File: src/rtl/link_pkg.sv
// -----------------------------------------------------------------------------
// link_pkg
// Shared types and default timing for the two-board remote key link.
//  - tx_state_t : per-channel TX sequencer state (IDLE -> PULSE -> GAP)
//  - DEF_*      : default timings, 1 ms granularity at 65 MHz
//  - max2       : helper used to size the shared TX down-counter
// -----------------------------------------------------------------------------
package link_pkg;

   typedef enum logic [1:0] {
      TX_IDLE  = 2'd0,
      TX_PULSE = 2'd1,
      TX_GAP   = 2'd2
   } tx_state_t;

   localparam int DEF_PULSE_CYC   = 65_000;
   localparam int DEF_GAP_CYC     = 65_000;
   localparam int DEF_MIN_RX_CYC  = 32_500;
   localparam int DEF_MAX_RX_CYC  = 97_500;
   localparam int DEF_SYNC_STAGES = 2;

   function automatic int max2(input int a, input int b);
      return (a > b) ? a : b;
   endfunction

endpackage

File: src/rtl/link_chan.sv
// -----------------------------------------------------------------------------
// link_chan
// One link channel: a TX pulse sequencer with a depth-1 pending slot, and an
// RX qualifier that synchronises the remote wire and accepts only pulses whose
// high width falls in [MIN_RX_CYC, MAX_RX_CYC].
// Ports:
//  clk65MHz     in   system clock
//  rst          in   asynchronous active-high reset
//  req          in   1-cycle TX event request (already OR-ed across sources)
//  rx_pin       in   asynchronous remote wire
//  tx           out  registered TX wire
//  tx_busy      out  TX sequencer not idle
//  tx_overflow  out  1-cycle strobe: request merged into an already pending one
//  rx_evt       out  1-cycle strobe: valid remote pulse received
// -----------------------------------------------------------------------------
module link_chan
   import link_pkg::*;
#(
   parameter int PULSE_CYC   = DEF_PULSE_CYC,
   parameter int GAP_CYC     = DEF_GAP_CYC,
   parameter int MIN_RX_CYC  = DEF_MIN_RX_CYC,
   parameter int MAX_RX_CYC  = DEF_MAX_RX_CYC,
   parameter int SYNC_STAGES = DEF_SYNC_STAGES
) (
   input  logic clk65MHz,
   input  logic rst,
   input  logic req,
   input  logic rx_pin,
   output logic tx,
   output logic tx_busy,
   output logic tx_overflow,
   output logic rx_evt
);

   // ---------------------------------------------------------------- TX side
   localparam int TX_CW = $clog2(max2(PULSE_CYC, GAP_CYC) + 1);
   localparam logic [TX_CW-1:0] PULSE_LOAD = TX_CW'(PULSE_CYC - 1);
   localparam logic [TX_CW-1:0] GAP_LOAD   = TX_CW'(GAP_CYC - 1);

   tx_state_t        state;
   logic [TX_CW-1:0] tx_cnt;
   logic             pending;

   assign tx_busy = (state != TX_IDLE);

   // NOTE: all state here uses non-blocking assignments so every register
   // samples the pre-edge values; later assignments in the block win.
   always_ff @(posedge clk65MHz or posedge rst) begin
      if (rst) begin
         state       <= TX_IDLE;
         tx_cnt      <= '0;
         pending     <= 1'b0;
         tx          <= 1'b0;
         tx_overflow <= 1'b0;
      end else begin
         tx_overflow <= 1'b0;
         case (state)
            TX_IDLE: begin
               if (req || pending) begin
                  state   <= TX_PULSE;
                  tx      <= 1'b1;
                  tx_cnt  <= PULSE_LOAD;
                  pending <= 1'b0;
               end
            end
            TX_PULSE: begin
               if (tx_cnt == '0) begin
                  state  <= TX_GAP;
                  tx     <= 1'b0;
                  tx_cnt <= GAP_LOAD;
               end else begin
                  tx_cnt <= tx_cnt - TX_CW'(1);
               end
            end
            TX_GAP: begin
               if (tx_cnt == '0) begin
                  // A queued event launches right as the gap completes, so the
                  // low time stays exactly GAP_CYC with no extra idle cycle.
                  if (pending) begin
                     state   <= TX_PULSE;
                     tx      <= 1'b1;
                     tx_cnt  <= PULSE_LOAD;
                     pending <= 1'b0;
                  end else begin
                     state <= TX_IDLE;
                  end
               end else begin
                  tx_cnt <= tx_cnt - TX_CW'(1);
               end
            end
            default: begin
               state <= TX_IDLE;
               tx    <= 1'b0;
            end
         endcase

         // Requests arriving while busy queue once; a further one is merged.
         if (req && (state != TX_IDLE)) begin
            if (pending) tx_overflow <= 1'b1;
            else         pending     <= 1'b1;
         end
      end
   end

   // ---------------------------------------------------------------- RX side
   localparam int RX_CW = $clog2(MAX_RX_CYC + 2);
   localparam logic [RX_CW-1:0] RX_MIN = RX_CW'(MIN_RX_CYC);
   localparam logic [RX_CW-1:0] RX_MAX = RX_CW'(MAX_RX_CYC);
   localparam logic [RX_CW-1:0] RX_SAT = RX_CW'(MAX_RX_CYC + 1);

   logic [SYNC_STAGES-1:0] sync_q;
   logic [SYNC_STAGES-1:0] primed_q;  // marks which sync stages hold real samples
   logic                   lvl_prev;
   logic                   armed;     // a genuine low level has been observed
   logic [RX_CW-1:0]       rx_cnt;
   logic                   lvl;

   assign lvl = sync_q[SYNC_STAGES-1];

   always_ff @(posedge clk65MHz or posedge rst) begin
      if (rst) begin
         sync_q   <= '0;
         primed_q <= '0;
         lvl_prev <= 1'b0;
         armed    <= 1'b0;
         rx_cnt   <= '0;
         rx_evt   <= 1'b0;
      end else begin
         sync_q   <= {sync_q[SYNC_STAGES-2:0], rx_pin};
         primed_q <= {primed_q[SYNC_STAGES-2:0], 1'b1};
         lvl_prev <= lvl;
         rx_evt   <= 1'b0;

         // The reset zeros in the chain are not a real low, so a line that is
         // already high at release cannot arm the qualifier until it drops.
         if (primed_q[SYNC_STAGES-1] && !lvl) armed <= 1'b1;

         // The rise cycle is the first high cycle, so the count restarts at 1.
         if (lvl && !lvl_prev)
            rx_cnt <= RX_CW'(1);
         else if (lvl && (rx_cnt != RX_SAT))
            rx_cnt <= rx_cnt + RX_CW'(1);

         if (!lvl && lvl_prev && armed && (rx_cnt >= RX_MIN) && (rx_cnt <= RX_MAX))
            rx_evt <= 1'b1;
      end
   end

endmodule

File: src/rtl/remote_link_ctrl.sv
// -----------------------------------------------------------------------------
// remote_link_ctrl
// Schedules the two-board remote key link: merges keyboard and button events
// per channel and maps the SPACE and ENTER link channels onto the board pins.
// Ports:
//  clk65MHz                    in   system/pixel clock
//  rst                         in   asynchronous active-high reset
//  kbd_space_req/kbd_enter_req in   1-cycle keyboard event strobes
//  btn_space_req/btn_enter_req in   1-cycle button event strobes
//  SPACE_RX/ENTER_RX           in   asynchronous remote wires
//  SPACE_TX/ENTER_TX           out  registered wires to remote board
//  rx_space_evt/rx_enter_evt   out  1-cycle valid remote event strobes
//  tx_busy[1:0]                out  [0]=SPACE, [1]=ENTER sequencer not idle
//  tx_overflow[1:0]            out  per-channel merged-event strobe
// -----------------------------------------------------------------------------
module remote_link_ctrl
   import link_pkg::*;
#(
   parameter int PULSE_CYC   = DEF_PULSE_CYC,
   parameter int GAP_CYC     = DEF_GAP_CYC,
   parameter int MIN_RX_CYC  = DEF_MIN_RX_CYC,
   parameter int MAX_RX_CYC  = DEF_MAX_RX_CYC,
   parameter int SYNC_STAGES = DEF_SYNC_STAGES
) (
   input  logic       clk65MHz,
   input  logic       rst,
   input  logic       kbd_space_req,
   input  logic       kbd_enter_req,
   input  logic       btn_space_req,
   input  logic       btn_enter_req,
   input  logic       SPACE_RX,
   input  logic       ENTER_RX,
   output logic       SPACE_TX,
   output logic       ENTER_TX,
   output logic       rx_space_evt,
   output logic       rx_enter_evt,
   output logic [1:0] tx_busy,
   output logic [1:0] tx_overflow
);

   logic space_req;
   logic enter_req;

   // Simultaneous keyboard and button strobes collapse into one event.
   assign space_req = kbd_space_req | btn_space_req;
   assign enter_req = kbd_enter_req | btn_enter_req;

   link_chan #(
      .PULSE_CYC  (PULSE_CYC),
      .GAP_CYC    (GAP_CYC),
      .MIN_RX_CYC (MIN_RX_CYC),
      .MAX_RX_CYC (MAX_RX_CYC),
      .SYNC_STAGES(SYNC_STAGES)
   ) u_space (
      .clk65MHz   (clk65MHz),
      .rst        (rst),
      .req        (space_req),
      .rx_pin     (SPACE_RX),
      .tx         (SPACE_TX),
      .tx_busy    (tx_busy[0]),
      .tx_overflow(tx_overflow[0]),
      .rx_evt     (rx_space_evt)
   );

   link_chan #(
      .PULSE_CYC  (PULSE_CYC),
      .GAP_CYC    (GAP_CYC),
      .MIN_RX_CYC (MIN_RX_CYC),
      .MAX_RX_CYC (MAX_RX_CYC),
      .SYNC_STAGES(SYNC_STAGES)
   ) u_enter (
      .clk65MHz   (clk65MHz),
      .rst        (rst),
      .req        (enter_req),
      .rx_pin     (ENTER_RX),
      .tx         (ENTER_TX),
      .tx_busy    (tx_busy[1]),
      .tx_overflow(tx_overflow[1]),
      .rx_evt     (rx_enter_evt)
   );

endmodule

File: config.mk
export PLATFORM = sky130hd
export DESIGN_NAME = remote_link_ctrl
export DESIGN_NICKNAME = d
export VERILOG_FILES = /design/src/rtl/link_pkg.sv /design/src/rtl/link_chan.sv /design/src/rtl/remote_link_ctrl.sv
export SDC_FILE = /design/constraint.sdc
export NUM_CORES = 1
export LEC_CHECK = 0
export BUFFER_PORTS_ARGS = -buffer_cell sky130_fd_sc_hd__buf_4
export CORE_UTILIZATION = 54
export CTS_CLUSTER_SIZE = 24
export DETAILED_ROUTE_END_ITERATION = 12
export PLACE_DENSITY = 0.71
export SETUP_SLACK_MARGIN = 0.1
export SYNTH_ARGS = -nofsm -noshare
export SYNTH_HDL_FRONTEND = slang
export SYNTH_HIERARCHICAL = 1
export SYNTH_SLANG_ARGS = --single-unit
File: constraint.sdc
create_clock -name clk65MHz -period 2.3 [get_ports clk65MHz]
set_input_delay 0.46 -clock clk65MHz [delete_from_list [all_inputs] [get_ports clk65MHz]]
set_output_delay 0.46 -clock clk65MHz [all_outputs]
set_load 0.01 [all_outputs]
==> results_tabular.tex, run 1 <==
\begin{tabular}{lr}
\hline
Metric & Value \\
\hline
\multicolumn{2}{l}{\textbf{Global routing}} \\
Remaining Overflow, GRT & 0 \\
Wire length of the first global-routing pass & approximately 18 mm \\
Pin count of the biggest net entering global routing & 37 \\
Overall global routing resource usage & between 20\% and 30\% \\
Antenna violations before repair & 0 \\
Via count of the first global-routing pass & 3,893 \\
\multicolumn{2}{l}{\textbf{Yosys}} \\
Yosys warnings & 6 \\
Summed instance area of the synthesized netlist & $\sim$0.0049 mm² \\
Sequential-to-total area share from yosys stat & 46.0\% \\
Biggest area consumer among synthesized cells & sky130\_fd\_sc\_hd\_\_dfrtp\_1 \\
EDFF count, synth & 0 \\
\#FFs+latches synth & 90 \\
Fraction of synthesized cell area taken by the top area cell type & about 46\% \\
Number of cells produced by synthesis & 522 \\
Prevailing post-synth register cell & sky130\_fd\_sc\_hd\_\_dfrtp\_1 \\
Largest cells by area after synthesis & sky130\_fd\_sc\_hd\_\_dfrtp\_1 (46\%), sky130\_fd\_sc\_hd\_\_ha\_1 (5.6\%), sky130\_fd\_sc\_hd\_\_o21ai\_0 (5.0\%), sky130\_fd\_sc\_hd\_\_nor2\_1 (4.0\%), sky130\_fd\_sc\_hd\_\_nand3\_1 (3.0\%) \\
Async set-reset flop share out of synthesis & 100\% \\
Mapped Avg Cell Area & between 9 and 10 µm² \\
Number of nets in the synthesized netlist & between 500 and 600 \\
Netlist cell types & 62 \\
\multicolumn{2}{l}{\textbf{Floorplanning}} \\
Area of the core & slightly below 0.009 mm² \\
Width of the chip & just under 100 µm \\
Io pins & 16 \\
Row Count & 34 \\
Initial Util & 55.9\% \\
Die Y-Extent & 97.2 µm \\
Die Outline Area & 0.00946 mm² \\
\multicolumn{2}{l}{\textbf{STA}} \\
Slew Limit Fails & 0 \\
Crit share post-route & between 90\% and 100\% \\
Top achievable clock speed & 474 MHz \\
Setup repair after global routing missed its margin & yes \\
Setup slack after layout & roughly 0.19 ns \\
Total negative setup slack & 0 ns \\
Slew headroom & roughly 48\% \\
Worst Max-Slew Pin Slew & roughly 0.77 ns \\
Number of endpoints failing setup at the final stage & 0 \\
Skew final & about 0.0097 ns \\
Tmin final & 2.11 ns \\
Number of hold-slack violations in the final timing report & 0 \\
\multicolumn{2}{l}{\textbf{Clock tree}} \\
Clock root buffer & sky130\_fd\_sc\_hd\_\_clkbuf\_8 \\
Total of hold buffers inserted after clock tree synthesis & 0 \\
Clock-pin slew on the worst setup and hold paths & roughly 0.10 ns \\
Worst skew pair latency & around 0.35 ns \\
CTS tree & yes \\
Number of H-tree levels & 3 \\
Buffer levels on the longest clock path & 2 \\
Inserted Clock Buffers & 9 \\
Clock Sink Count & 90 \\
\multicolumn{2}{l}{\textbf{Route}} \\
Detailed router's first-iteration violation count & approximately 190 \\
Wirelength, routed & $\sim$10 mm \\
Number of DRC violations after detailed routing & 0 \\
Number of detailed-route iterations in the first pass & 4 \\
Vias & 4,038 \\
Number of vias per cell after detailed routing & 5.98 \\
Remaining antenna violation count after routing & 0 \\
Average wire length per cell after detail routing & $\sim$15 µm \\
\multicolumn{2}{l}{\textbf{Place}} \\
Routability congestion estimate & just over 0.8 \\
Placed instance count & 653 \\
\# port buffers & 15 \\
Post-placement setup slack & between 0.07 and 0.08 ns \\
Post-DP HPWL & 7.00 mm \\
Total placed instance area & about 0.0052 mm² \\
\multicolumn{2}{l}{\textbf{Power}} \\
Pwr/cell area & approximately 510 mW/mm² \\
Worst voltage drop across the vdd grid & $\sim$0.27 mV \\
Leakage power total & around 0.0023 µW \\
\multicolumn{2}{l}{\textbf{Setup path}} \\
Kind of critical path & register to register \\
Logic depth of the worst register-to-register path & 4 \\
Critical Path Fanout Max & 6 \\
Register-to-register path setup slack & 0.19 ns \\
Worst path max stage delay & approximately 0.56 ns \\
Required time worst endpoint & 2.53 ns \\
Worst Path Arrival & $\sim$2.3 ns \\
Sort of element at the end of the critical path & register \\
Endpoint of the lowest-slack register-to-register path & u\_space/tx\_cnt[12] \\
Cell at the slowest stage of the critical path & sky130\_fd\_sc\_hd\_\_or4\_4 \\
Launch instance of the worst register-to-register path & u\_space/tx\_cnt[6] \\
Top cell family by delay on the critical path & simple AND/OR/NAND/NOR gates \\
Type of element launching the critical path & register \\
Combined buffer and inverter count along the critical path & 0 \\
Cells along the critical path & or4\_4 -> or3\_2 -> o41ai\_1 -> o21ai\_0 \\
\multicolumn{2}{l}{\textbf{Layout}} \\
Area used by multi-input combinational logic & approximately 0.0025 mm² \\
Post-layout instance area & around 0.0055 mm² \\
Synth-to-Final Area Change & 12.0\% \\
Fraction of layout instances using a drive strength above 1 & roughly 15\% \\
Net total in the final layout & $\sim$590 \\
Final cell count without fillers & just under 700 \\
Antenna diode instance count & 0 \\
Sequential standard cell area & approximately 0.0023 mm² \\
Filler instances & between 700 and 800 \\
\multicolumn{2}{l}{\textbf{Worst hold path}} \\
Path class of the lowest-slack min-delay path & primary input to async pin \\
\multicolumn{2}{l}{\textbf{Flow run}} \\
Number of max-cap violations & 0 \\
\multicolumn{2}{l}{\textbf{Status}} \\
Outcome & complete, no violations \\
\hline
\end{tabular}
logic make-up (layout without fill, tap and decap cells):
group	count (synthesis)	count (layout)	synth area share (%)
AOI/OAI and AO/OA	134	134	17.3
adders and majority gates	22	22	5.62
xor gates and xnor gates	14	14	2.50
muxes	7	7	1.56
buffers and inverters	43	87	3.81
DFF	90	90	46.0
and+or+nand+nor	210	211	23.1
other	2	2	0.153
through the flow:
step | power [µW] | hold WS (ns) | util (%)
floorplan | 1780 | 0.331 | -
CTS | 2830 | 0.0814 | 61.9
global placement | 1830 | 0.332 | 59.8
global route | 2930 | 0.0994 | 62.6
finish | 2800 | 0.0830 | 62.6
detailed placement | 1830 | 0.335 | 59.8
cells in the final DEF, fill, tap and decap left out, types with 17 or more instances in the layout:
cell type / instances
sky130_fd_sc_hd__o21ai_0: 49
sky130_fd_sc_hd__buf_4: 45
sky130_fd_sc_hd__nand3_1: 29
sky130_fd_sc_hd__a21oi_1: 25
sky130_fd_sc_hd__inv_1: 25
sky130_fd_sc_hd__ha_1: 22
sky130_fd_sc_hd__nor3_1: 17
sky130_fd_sc_hd__dfrtp_1: 88
sky130_fd_sc_hd__nand2_1: 37
sky130_fd_sc_hd__nor2_1: 52
area by class of cell:
| cell class | count | area share, % |
|---|---|---|
| Multi-Input combinational cell | 390 | 45.2 |
| Timing Repair Buffer | 45 | 6.16 |
| Inverter | 27 | 1.85 |
| Clock buffer | 10 | 2.51 |
| Tap cell | 108 | 2.46 |
| Sequential cell | 90 | 41.1 |
| Clock inverter | 5 | 0.707 |
report_power, final:
group / internal (µW) / switching, µW / leakage, µW
Clock: 422 / 572 / 0.0000887
Sequential: 1610 / 44.4 / 0.00104
Combinational: 52.6 / 91.7 / 0.00121
routing by layer:
metal / vias to the layer above / track usage, % / part of all wire (%)
li1: 1982 / - / -
met1: 1985 / 30.7 / 48
met2: 63 / 36.6 / 48
met3: 8 / 3.67 / 2.9
met4: 0 / 6.33 / 0.91
met5: - / 0 / 0
worst max-delay path by stage:
stage	to	from	cells past startpoint	slack (ns)
2_1_floorplan	u_space/tx_cnt[13]	u_space/tx_cnt[5]	7	0.22
3_3_place_gp	u_space/tx_cnt[13]	u_space/tx_cnt[5]	5	0.15
3_5_place_dp	u_space/tx_cnt[15]	u_space/tx_cnt[5]	4	0.08
4_1_cts	u_space/tx_cnt[15]	u_space/tx_cnt[5]	4	0.18
5_1_grt	u_space/tx_cnt[10]	u_space/state[1]	8	0.06
6_report	u_space/tx_cnt[12]	u_space/tx_cnt[6]	4	0.19
worst register-to-register path, delay by kind of cell (launching register included):
kind	cells	cell delay [ns]
compound gates	2	0.44
flops	1	0.45
simple gates	2	1.10
Yosys cell counts, types with 4 or more instances:
cell type                   n
sky130_fd_sc_hd__nand4_1   11
sky130_fd_sc_hd__ha_1      22
sky130_fd_sc_hd__nor3_1    17
sky130_fd_sc_hd__xnor2_1    5
sky130_fd_sc_hd__nor2b_1    4
sky130_fd_sc_hd__o21ai_0   49
sky130_fd_sc_hd__dfrtp_1   90
sky130_fd_sc_hd__nand3_1   29
sky130_fd_sc_hd__nor4_1     5
sky130_fd_sc_hd__and3_1    11
sky130_fd_sc_hd__clkbuf_1  11
sky130_fd_sc_hd__o41ai_1    7
sky130_fd_sc_hd__nor2_1    52
sky130_fd_sc_hd__or4_1      5
sky130_fd_sc_hd__a31oi_1   14
sky130_fd_sc_hd__or3_1      9
sky130_fd_sc_hd__nand2b_1   5
sky130_fd_sc_hd__inv_1     27
sky130_fd_sc_hd__mux2_2     5
sky130_fd_sc_hd__nand2_1   37
sky130_fd_sc_hd__o31ai_1    4
sky130_fd_sc_hd__a21oi_1   25
sky130_fd_sc_hd__xor2_1     9
state kept, by name, indices dropped and copies added, names as in the netlist, 2 cells and up:
| signal | flops |
|---|---|
| u_enter/rx_cnt | 17 |
| u_enter/sync_q | 2 |
| u_space/sync_q | 2 |
| u_space/state | 2 |
| u_space/primed_q | 2 |
| u_space/rx_cnt | 17 |
| u_space/tx_cnt | 16 |
| u_enter/primed_q | 2 |
| u_enter/state | 2 |
| u_enter/tx_cnt | 16 |
what timing repair did:
action                     CTS  global route
pin swaps                    0             6
setup endpoints to repair    2            25
gates cloned                 0             1
buffers inserted             0             6
gates resized for setup      1             3
No activity file was read; power rests on OpenSTA's default activity.
==> inputs of run 2 (changes only) <==
--- a/config.mk
+++ b/config.mk
@@ -6,10 +6,12 @@
 export NUM_CORES = 1
 export LEC_CHECK = 0
 export BUFFER_PORTS_ARGS = -buffer_cell sky130_fd_sc_hd__buf_4
-export CORE_UTILIZATION = 54
+export CELL_PAD_IN_SITES_DETAIL_PLACEMENT = 0
+export CELL_PAD_IN_SITES_GLOBAL_PLACEMENT = 1
+export CORE_UTILIZATION = 49
 export CTS_CLUSTER_SIZE = 24
 export DETAILED_ROUTE_END_ITERATION = 12
-export PLACE_DENSITY = 0.71
+export PLACE_DENSITY_LB_ADDON = 0.1
 export SETUP_SLACK_MARGIN = 0.1
 export SYNTH_ARGS = -nofsm -noshare
 export SYNTH_HDL_FRONTEND = slang
==> results_tabular.tex, run 2 (synthesis gave the netlist of run 1 again) <==
\begin{tabular}{lr}
\hline
Metric & Value \\
\hline
\multicolumn{2}{l}{\textbf{Status}} \\
Outcome & complete, no violations \\
\multicolumn{2}{l}{\textbf{Setup path}} \\
Critical Path Fanout Max & 7 \\
Sort of element at the end of the critical path & register \\
Launch point of the critical path & u\_enter/tx\_cnt[0] \\
Required time worst endpoint & between 2 and 3 ns \\
Register-to-register path setup slack & approximately 0.20 ns \\
Worst path max stage delay & 0.54 ns \\
Top cell family by delay on the critical path & simple AND/OR/NAND/NOR gates \\
Kind of critical path & register to register \\
Cells along the critical path & buf\_4 -> or4\_4 -> or2\_1 -> nor4b\_4 -> o21ai\_0 -> o2bb2ai\_1 \\
Logic depth of the worst register-to-register path & 6 \\
CP endpoint & u\_enter/tx\_cnt[9] \\
Worst Path Arrival & 2.37 ns \\
Cell at the slowest stage of the critical path & sky130\_fd\_sc\_hd\_\_or4\_4 \\
Total stage count of the critical path & 6 \\
Type of element launching the critical path & register \\
Launch instance of the worst register-to-register path & u\_enter/tx\_cnt[0] \\
Combined buffer and inverter count along the critical path & 1 \\
Endpoint of the lowest-slack register-to-register path & u\_enter/tx\_cnt[9] \\
\multicolumn{2}{l}{\textbf{Layout}} \\
Most common cell after layout, fill and taps aside & sky130\_fd\_sc\_hd\_\_dfrtp\_1 \\
Largest registers & u\_enter/rx\_cnt x17, u\_space/rx\_cnt x17 \\
Area used by multi-input combinational logic & 0.00247 mm² \\
Final cell count without fillers & about 700 \\
Synth-to-Final Area Change & 13.6\% \\
Sequential standard cell area & between 0.002 and 0.0025 mm² \\
Most frequent cells in the layout & sky130\_fd\_sc\_hd\_\_dfrtp\_1 (89), sky130\_fd\_sc\_hd\_\_nor2\_1 (52), sky130\_fd\_sc\_hd\_\_o21ai\_0 (49), sky130\_fd\_sc\_hd\_\_buf\_4 (47), sky130\_fd\_sc\_hd\_\_nand2\_1 (37) \\
Antenna diode instance count & 0 \\
Filler instances & just under 900 \\
Fraction of layout instances using a drive strength above 1 & between 10\% and 20\% \\
Net total in the final layout & between 500 and 600 \\
\multicolumn{2}{l}{\textbf{Floorplanning}} \\
Die Outline Area & roughly 0.010 mm² \\
Die Y-Extent & 102 µm \\
Width of the chip & 102 µm \\
Area of the core & between 0.009 and 0.01 mm² \\
Row Count & 36 \\
Io pins & 16 \\
Initial Util & 50.3\% \\
\multicolumn{2}{l}{\textbf{Power}} \\
Worst voltage drop across the vdd grid & $\sim$0.42 mV \\
Switching share of power & between 20\% and 30\% \\
Sequential fraction of design power & 55.7\% \\
Combinational share of power & between 4 and 5\% \\
Switching Power & around 770 µW \\
Leakage power total & $\sim$0.0024 µW \\
Pwr/cell area & 535 mW/mm² \\
Internal power contribution & 2200 µW \\
Total power consumption of the routed design & slightly below 3000 µW \\
Share of power burned in the clock network & 39.6\% \\
\multicolumn{2}{l}{\textbf{Place}} \\
Placed instance count & between 600 and 700 \\
Routability congestion estimate & just under 0.8 \\
\# port buffers & 15 \\
Post-DP HPWL & around 7 mm \\
\multicolumn{2}{l}{\textbf{Global routing}} \\
Overall global routing resource usage & between 20\% and 30\% \\
Wire length of the first global-routing pass & between 15 and 20 mm \\
Pin count of the biggest net entering global routing & 26 \\
Via count of the first global-routing pass & 3,769 \\
Antenna violations before repair & 0 \\
Remaining Overflow, GRT & 0 \\
\multicolumn{2}{l}{\textbf{STA}} \\
Worst Max-Slew Pin Slew & about 0.57 ns \\
Total negative setup slack & 0 ns \\
Number of hold-slack violations in the final timing report & 0 \\
Setup repair after global routing missed its margin & yes \\
Number of endpoints failing setup at the final stage & 0 \\
Slew Limit Fails & 0 \\
Top achievable clock speed & 476 MHz \\
Tmin final & between 2 and 2.5 ns \\
Hold WS & roughly 0.078 ns \\
Skew final & roughly 0.0087 ns \\
Slew headroom & roughly 62\% \\
Crit share post-route & around 90\% \\
\multicolumn{2}{l}{\textbf{Clock tree}} \\
CTS tree & yes \\
Inserted Clock Buffers & 9 \\
Clock-pin slew on the worst setup and hold paths & $\sim$0.10 ns \\
Clock Sink Count & 90 \\
Clock root buffer & sky130\_fd\_sc\_hd\_\_clkbuf\_8 \\
Worst skew pair latency & approximately 0.37 ns \\
Total of hold buffers inserted after clock tree synthesis & 0 \\
Number of H-tree levels & 3 \\
Buffer levels on the longest clock path & 2 \\
\multicolumn{2}{l}{\textbf{Route}} \\
Vias & 3,932 \\
Number of DRC violations after detailed routing & 0 \\
Average wire length per cell after detail routing & about 14 µm \\
Wirelength, routed & approximately 10 mm \\
Number of detailed-route iterations in the first pass & 5 \\
Detailed router's first-iteration violation count & around 170 \\
Number of vias per cell after detailed routing & $\sim$5.6 \\
Remaining antenna violation count after routing & 0 \\
\multicolumn{2}{l}{\textbf{Flow run}} \\
Number of max-cap violations & 0 \\
\multicolumn{2}{l}{\textbf{Worst hold path}} \\
Path class of the lowest-slack min-delay path & primary input to async pin \\
\hline
\end{tabular}
## run 2: changes by cell type in the layout (fill, tap and decap cells not counted), moves of 2 or more
cell | before | now
sky130_fd_sc_hd__inv_8 | 0 | 2
sky130_fd_sc_hd__inv_6 | 1 | 3
sky130_fd_sc_hd__buf_4 | 45 | 47
sky130_fd_sc_hd__clkinv_4 | 2 | 0
## run 2: how the worst min path moves through the flow
stage                                    from             endpoint  slack (ns)  cells after the start
final                                     rst   u_space/rx_cnt[14]        0.08                      2
after global routing                      rst   u_space/rx_cnt[11]        0.09                      2
after CTS                                 rst   u_space/rx_cnt[14]        0.07                      2
after detailed placement  u_space/primed_q[0]  u_space/primed_q[1]        0.34                      0
after global placement    u_enter/primed_q[0]  u_enter/primed_q[1]        0.33                      0
after floorplan           u_enter/primed_q[0]  u_enter/primed_q[1]        0.33                      0
## run 2: power by group through the flow
stage	clock network, µW	registers (µW)	logic, µW
after floorplan	0	1670	105
after global placement	0	1690	141
after detailed placement	0	1690	145
after CTS	1230	1660	145
after global routing	1290	1670	169
final	1180	1660	141
## run 2: routing by layer
metal / routed length (µm) / part of all wire (%) / GRT usage (%) / vias up
li1: - / - / - / 1992
met1: 4870 / 49 / 29.3 / 1878
met2: 4560 / 46 / 33.5 / 55
met3: 355 / 3.6 / 5.88 / 7
met4: 88 / 0.89 / 5.16 / 0
met5: 0 / 0 / 0 / -
## run 2: layout make-up
type | count | area share, %
Multi-Input combinational cell | 389 | 44.4
Clock inverter | 7 | 1.71
Sequential cell | 90 | 40.5
Timing Repair Buffer | 47 | 6.34
Inverter | 27 | 1.82
Tap cell | 133 | 2.99
Clock buffer | 9 | 2.23
## run 2: repair_timing
| action | in CTS | in global routing |
|---|---|---|
| setup endpoints to repair | 2 | 18 |
| gates cloned | 0 | 0 |
| pin swaps | 0 | 1 |
| gates resized for setup | 1 | 3 |
| buffers inserted | 0 | 4 |
## run 2: worst register-to-register path, cell delays in order, from the launching register on
cell                        delay [ns]
sky130_fd_sc_hd__dfrtp_1          0.39
sky130_fd_sc_hd__buf_4            0.15
sky130_fd_sc_hd__or4_4            0.54
sky130_fd_sc_hd__or2_1            0.36
sky130_fd_sc_hd__nor4b_4          0.30
sky130_fd_sc_hd__o21ai_0          0.11
sky130_fd_sc_hd__o2bb2ai_1        0.14
## run 2: per-stage QoR
step,utilization (%),cell area (µm²),setup WS (ns)
after global routing,57.2,5570,0.0950
final,57.2,5570,0.200
after global placement,54.5,5300,0.145
after detailed placement,54.5,5300,0.0727
after CTS,56.8,5530,0.184
after floorplan,-,4900,0.222
==> inputs of run 3 (changes only) <==
--- a/config.mk
+++ b/config.mk
@@ -5,10 +5,11 @@
 export SDC_FILE = /design/constraint.sdc
 export NUM_CORES = 1
 export LEC_CHECK = 0
+export ABC_AREA = 1
 export BUFFER_PORTS_ARGS = -buffer_cell sky130_fd_sc_hd__buf_4
 export CELL_PAD_IN_SITES_DETAIL_PLACEMENT = 0
 export CELL_PAD_IN_SITES_GLOBAL_PLACEMENT = 1
-export CORE_UTILIZATION = 49
+export CORE_UTILIZATION = 46
 export CTS_CLUSTER_SIZE = 24
 export DETAILED_ROUTE_END_ITERATION = 12
 export PLACE_DENSITY_LB_ADDON = 0.1
==> results_tabular.tex, run 3 <==
\begin{tabular}{lr}
\hline
Metric & Value \\
\hline
\multicolumn{2}{l}{\textbf{Layout}} \\
Largest registers & u\_enter/rx\_cnt x17, u\_space/rx\_cnt x17 \\
Area used by multi-input combinational logic & roughly 0.0031 mm² \\
Most frequent cells in the layout & sky130\_fd\_sc\_hd\_\_nand2\_1 (267), sky130\_fd\_sc\_hd\_\_nor2\_1 (99), sky130\_fd\_sc\_hd\_\_inv\_1 (95), sky130\_fd\_sc\_hd\_\_dfrtp\_1 (90), sky130\_fd\_sc\_hd\_\_nand3\_1 (72) \\
Fraction of layout instances using a drive strength above 1 & 9.72\% \\
Filler instances & around 1,200 \\
Sequential standard cell area & around 0.0023 mm² \\
Antenna diode instance count & 0 \\
Most common cell after layout, fill and taps aside & sky130\_fd\_sc\_hd\_\_nand2\_1 \\
Synth-to-Final Area Change & 9.88\% \\
Net total in the final layout & 880 \\
\multicolumn{2}{l}{\textbf{Clock tree}} \\
Clock root buffer & sky130\_fd\_sc\_hd\_\_clkbuf\_16 \\
Total setup buffers inserted after CTS & 0 \\
Number of H-tree levels & 3 \\
Clock Sink Count & 90 \\
Clock-pin slew on the worst setup and hold paths & 0.06 ns \\
Worst skew pair latency & around 0.35 ns \\
Inserted Clock Buffers & 9 \\
Total of hold buffers inserted after clock tree synthesis & 0 \\
CTS tree & yes \\
Buffer levels on the longest clock path & 2 \\
\multicolumn{2}{l}{\textbf{Setup path}} \\
Kind of critical path & register to register \\
Sort of element at the end of the critical path & register \\
Type of element launching the critical path & register \\
Critical Path Fanout Max & 16 \\
Worst Path Arrival & 2.25 ns \\
Required time worst endpoint & $\sim$2.6 ns \\
\multicolumn{2}{l}{\textbf{Yosys}} \\
\#FFs+latches synth & 90 \\
Mapped Avg Cell Area & about 7.0 µm² \\
Synth cell count leaders & sky130\_fd\_sc\_hd\_\_nand2\_1 (267), sky130\_fd\_sc\_hd\_\_nor2\_1 (100), sky130\_fd\_sc\_hd\_\_inv\_1 (97), sky130\_fd\_sc\_hd\_\_dfrtp\_1 (90), sky130\_fd\_sc\_hd\_\_nand3\_1 (72) \\
Yosys warnings & 6 \\
Prevailing post-synth register cell & sky130\_fd\_sc\_hd\_\_dfrtp\_1 \\
Async set-reset flop share out of synthesis & 100\% \\
Biggest area consumer among synthesized cells & sky130\_fd\_sc\_hd\_\_dfrtp\_1 \\
EDFF count, synth & 0 \\
Number of nets in the synthesized netlist & 863 \\
Fraction of synthesized cell area taken by the top area cell type & between 30\% and 40\% \\
Netlist cell types & 36 \\
Sequential-to-total area share from yosys stat & a little under 40\% \\
Leading cell type by number of instances after synthesis & sky130\_fd\_sc\_hd\_\_nand2\_1 \\
Largest cells by area after synthesis & sky130\_fd\_sc\_hd\_\_dfrtp\_1 (38\%), sky130\_fd\_sc\_hd\_\_nand2\_1 (17\%), sky130\_fd\_sc\_hd\_\_nor2\_1 (6.4\%), sky130\_fd\_sc\_hd\_\_inv\_1 (6.2\%), sky130\_fd\_sc\_hd\_\_nand3\_1 (6.1\%) \\
Summed instance area of the synthesized netlist & 0.00586 mm² \\
Number of cells produced by synthesis & approximately 830 \\
\multicolumn{2}{l}{\textbf{Global routing}} \\
Antenna violations before repair & 0 \\
Pin count of the biggest net entering global routing & 32 \\
Via count of the first global-routing pass & 4,922 \\
Wire length of the first global-routing pass & roughly 23 mm \\
Overall global routing resource usage & $\sim$22\% \\
Remaining Overflow, GRT & 0 \\
\multicolumn{2}{l}{\textbf{Power}} \\
Sequential fraction of design power & between 40 and 50\% \\
Combinational share of power & $\sim$4.9\% \\
Internal power contribution & approximately 2700 µW \\
Worst voltage drop across the vdd grid & 0.367 mV \\
Share of power burned in the clock network & a little under half \\
Pwr/cell area & around 530 mW/mm² \\
Leakage power total & 0.00317 µW \\
Switching share of power & $\sim$22\% \\
Switching Power & around 750 µW \\
\multicolumn{2}{l}{\textbf{STA}} \\
Hold WS & between 0.15 and 0.2 ns \\
Slew Limit Fails & 0 \\
Slew headroom & 55.7\% \\
Number of endpoints failing setup at the final stage & 0 \\
Worst Max-Slew Pin Slew & 0.664 ns \\
Skew final & about 0.0085 ns \\
Crit share post-route & approximately 86\% \\
Number of hold-slack violations in the final timing report & 0 \\
Top achievable clock speed & approximately 510 MHz \\
Setup repair after global routing missed its margin & no \\
Total negative setup slack & 0 ns \\
Tmin final & 1.98 ns \\
\multicolumn{2}{l}{\textbf{Route}} \\
Number of detailed-route iterations in the first pass & 6 \\
Number of DRC violations after detailed routing & 0 \\
Vias & between 5,000 and 6,000 \\
Remaining antenna violation count after routing & 0 \\
Detailed router's first-iteration violation count & 323 \\
Number of vias per cell after detailed routing & roughly 5 \\
Average wire length per cell after detail routing & 12.7 µm \\
Wirelength, routed & about 13 mm \\
\multicolumn{2}{l}{\textbf{Floorplanning}} \\
Die Y-Extent & about 110 µm \\
Width of the chip & roughly 110 µm \\
Initial Util & a little under half \\
Io pins & 16 \\
Row Count & 40 \\
Area of the core & roughly 0.012 mm² \\
Die Outline Area & between 0.01 and 0.015 mm² \\
\multicolumn{2}{l}{\textbf{Place}} \\
\# port buffers & 15 \\
Routability congestion estimate & about 0.92 \\
Post-DP HPWL & 9.50 mm \\
\multicolumn{2}{l}{\textbf{Status}} \\
Outcome & complete, no violations \\
\multicolumn{2}{l}{\textbf{Worst hold path}} \\
Path class of the lowest-slack min-delay path & primary input to async pin \\
\multicolumn{2}{l}{\textbf{Flow run}} \\
Number of max-cap violations & 0 \\
\hline
\end{tabular}
[run 3: cell types whose count changed in the layout (fill, tap and decap cells not counted), sizes merged, moves of 9 or more]
| cell | before | now |
|---|---|---|
| and3 | 11 | 0 |
| a31oi | 14 | 0 |
| nor2 | 52 | 114 |
| inv | 32 | 103 |
| nand3 | 29 | 75 |
| nor3 | 18 | 8 |
| or3 | 9 | 0 |
| a21oi | 25 | 2 |
| buf | 47 | 20 |
| nand2 | 37 | 275 |
| nand4 | 11 | 49 |
[run 3: cell families (layout without fill, tap and decap cells)]
| family | Yosys count | after routing | synth area share (%) |
|---|---|---|---|
| AND/OR/NAND/NOR | 533 | 533 | 40.5 |
| buffers and inverters | 118 | 139 | 8.50 |
| flip-flops | 90 | 90 | 38.4 |
| AO/OA/AOI/OAI | 51 | 51 | 5.17 |
| adder cells (fa/ha/maj) | 22 | 22 | 4.70 |
| XOR/XNOR | 17 | 17 | 2.54 |
| other | 2 | 2 | 0.128 |
[run 3: cell type report]
cell class                      count  area share, %
Clock buffer                       13           4.04
Timing Repair Buffer               20           2.33
Tap cell                          168           3.26
Sequential cell                    90           35.0
Clock inverter                      2          0.933
Inverter                          104           6.12
Multi-Input combinational cell    625           48.3
[run 3: path summary, 6_finish.rpt]
path	depth (start not counted)	start	to	slack (ns)
hold / removal	2	rst	u_space/primed_q[0]	0.19
setup reg to reg	9	u_space/state[0]	u_space/tx_cnt[11]	0.32
hold reg to reg	0	u_enter/sync_q[0]	u_enter/sync_q[1]	0.34
min in group clk65MHz	1	ENTER_RX	u_enter/sync_q[0]	0.22
setup / recovery	9	u_space/state[0]	u_space/tx_cnt[11]	0.32
max in group asynchronous	3	rst	u_space/tx_cnt[12]	1.44
[run 3: repair_timing]
item,CTS,global route
resized for setup,0,3
hold endpoints to repair,0,0
endpoints found under the setup margin,0,17
[run 3: critical path, cell delays in order (launching register included)]
cell	delay, ns
sky130_fd_sc_hd__dfrtp_1	0.44
sky130_fd_sc_hd__inv_1	0.09
sky130_fd_sc_hd__ha_1	0.20
sky130_fd_sc_hd__inv_1	0.12
sky130_fd_sc_hd__nor3_1	0.08
sky130_fd_sc_hd__nor2_2	0.27
sky130_fd_sc_hd__nand2_2	0.24
sky130_fd_sc_hd__inv_4	0.24
sky130_fd_sc_hd__nand2_1	0.13
sky130_fd_sc_hd__nand3_1	0.10
[run 3: per-layer routing]
metal | vias to the layer above | wire [µm] | part of all wire [%] | track usage, %
met5 | - | 0 | 0 | 0
met4 | 0 | 87 | 0.67 | 5.45
met3 | 7 | 344 | 2.6 | 4.96
met2 | 70 | 6030 | 46 | 35.0
met1 | 2423 | 6530 | 50 | 29.5
li1 | 2690 | - | - | -
[run 3: power groups by stage]
stage	sequential, µW	combinational (µW)	clock (µW)
floorplan	1670	128	0
global placement	1680	169	0
detailed placement	1680	173	0
CTS	1650	174	1660
global route	1660	196	1710
finish	1650	169	1600
[run 3: through the flow]
| step | instances | utilization (%) | worst slack [ns] | instance area (µm²) | power [µW] |
|---|---|---|---|---|---|
| final | 1022 | 52.7 | 0.323 | 6440 | 3420 |
| after global routing | 1022 | 52.7 | 0.126 | 6440 | 3570 |
| after CTS | 1022 | 52.7 | 0.193 | 6430 | 3490 |
| after detailed placement | 1007 | 50.1 | 0.204 | 6110 | 1860 |
| after global placement | 1007 | 50.1 | 0.307 | 6110 | 1850 |
| after floorplan | 833 | - | 0.641 | 5860 | 1800 |
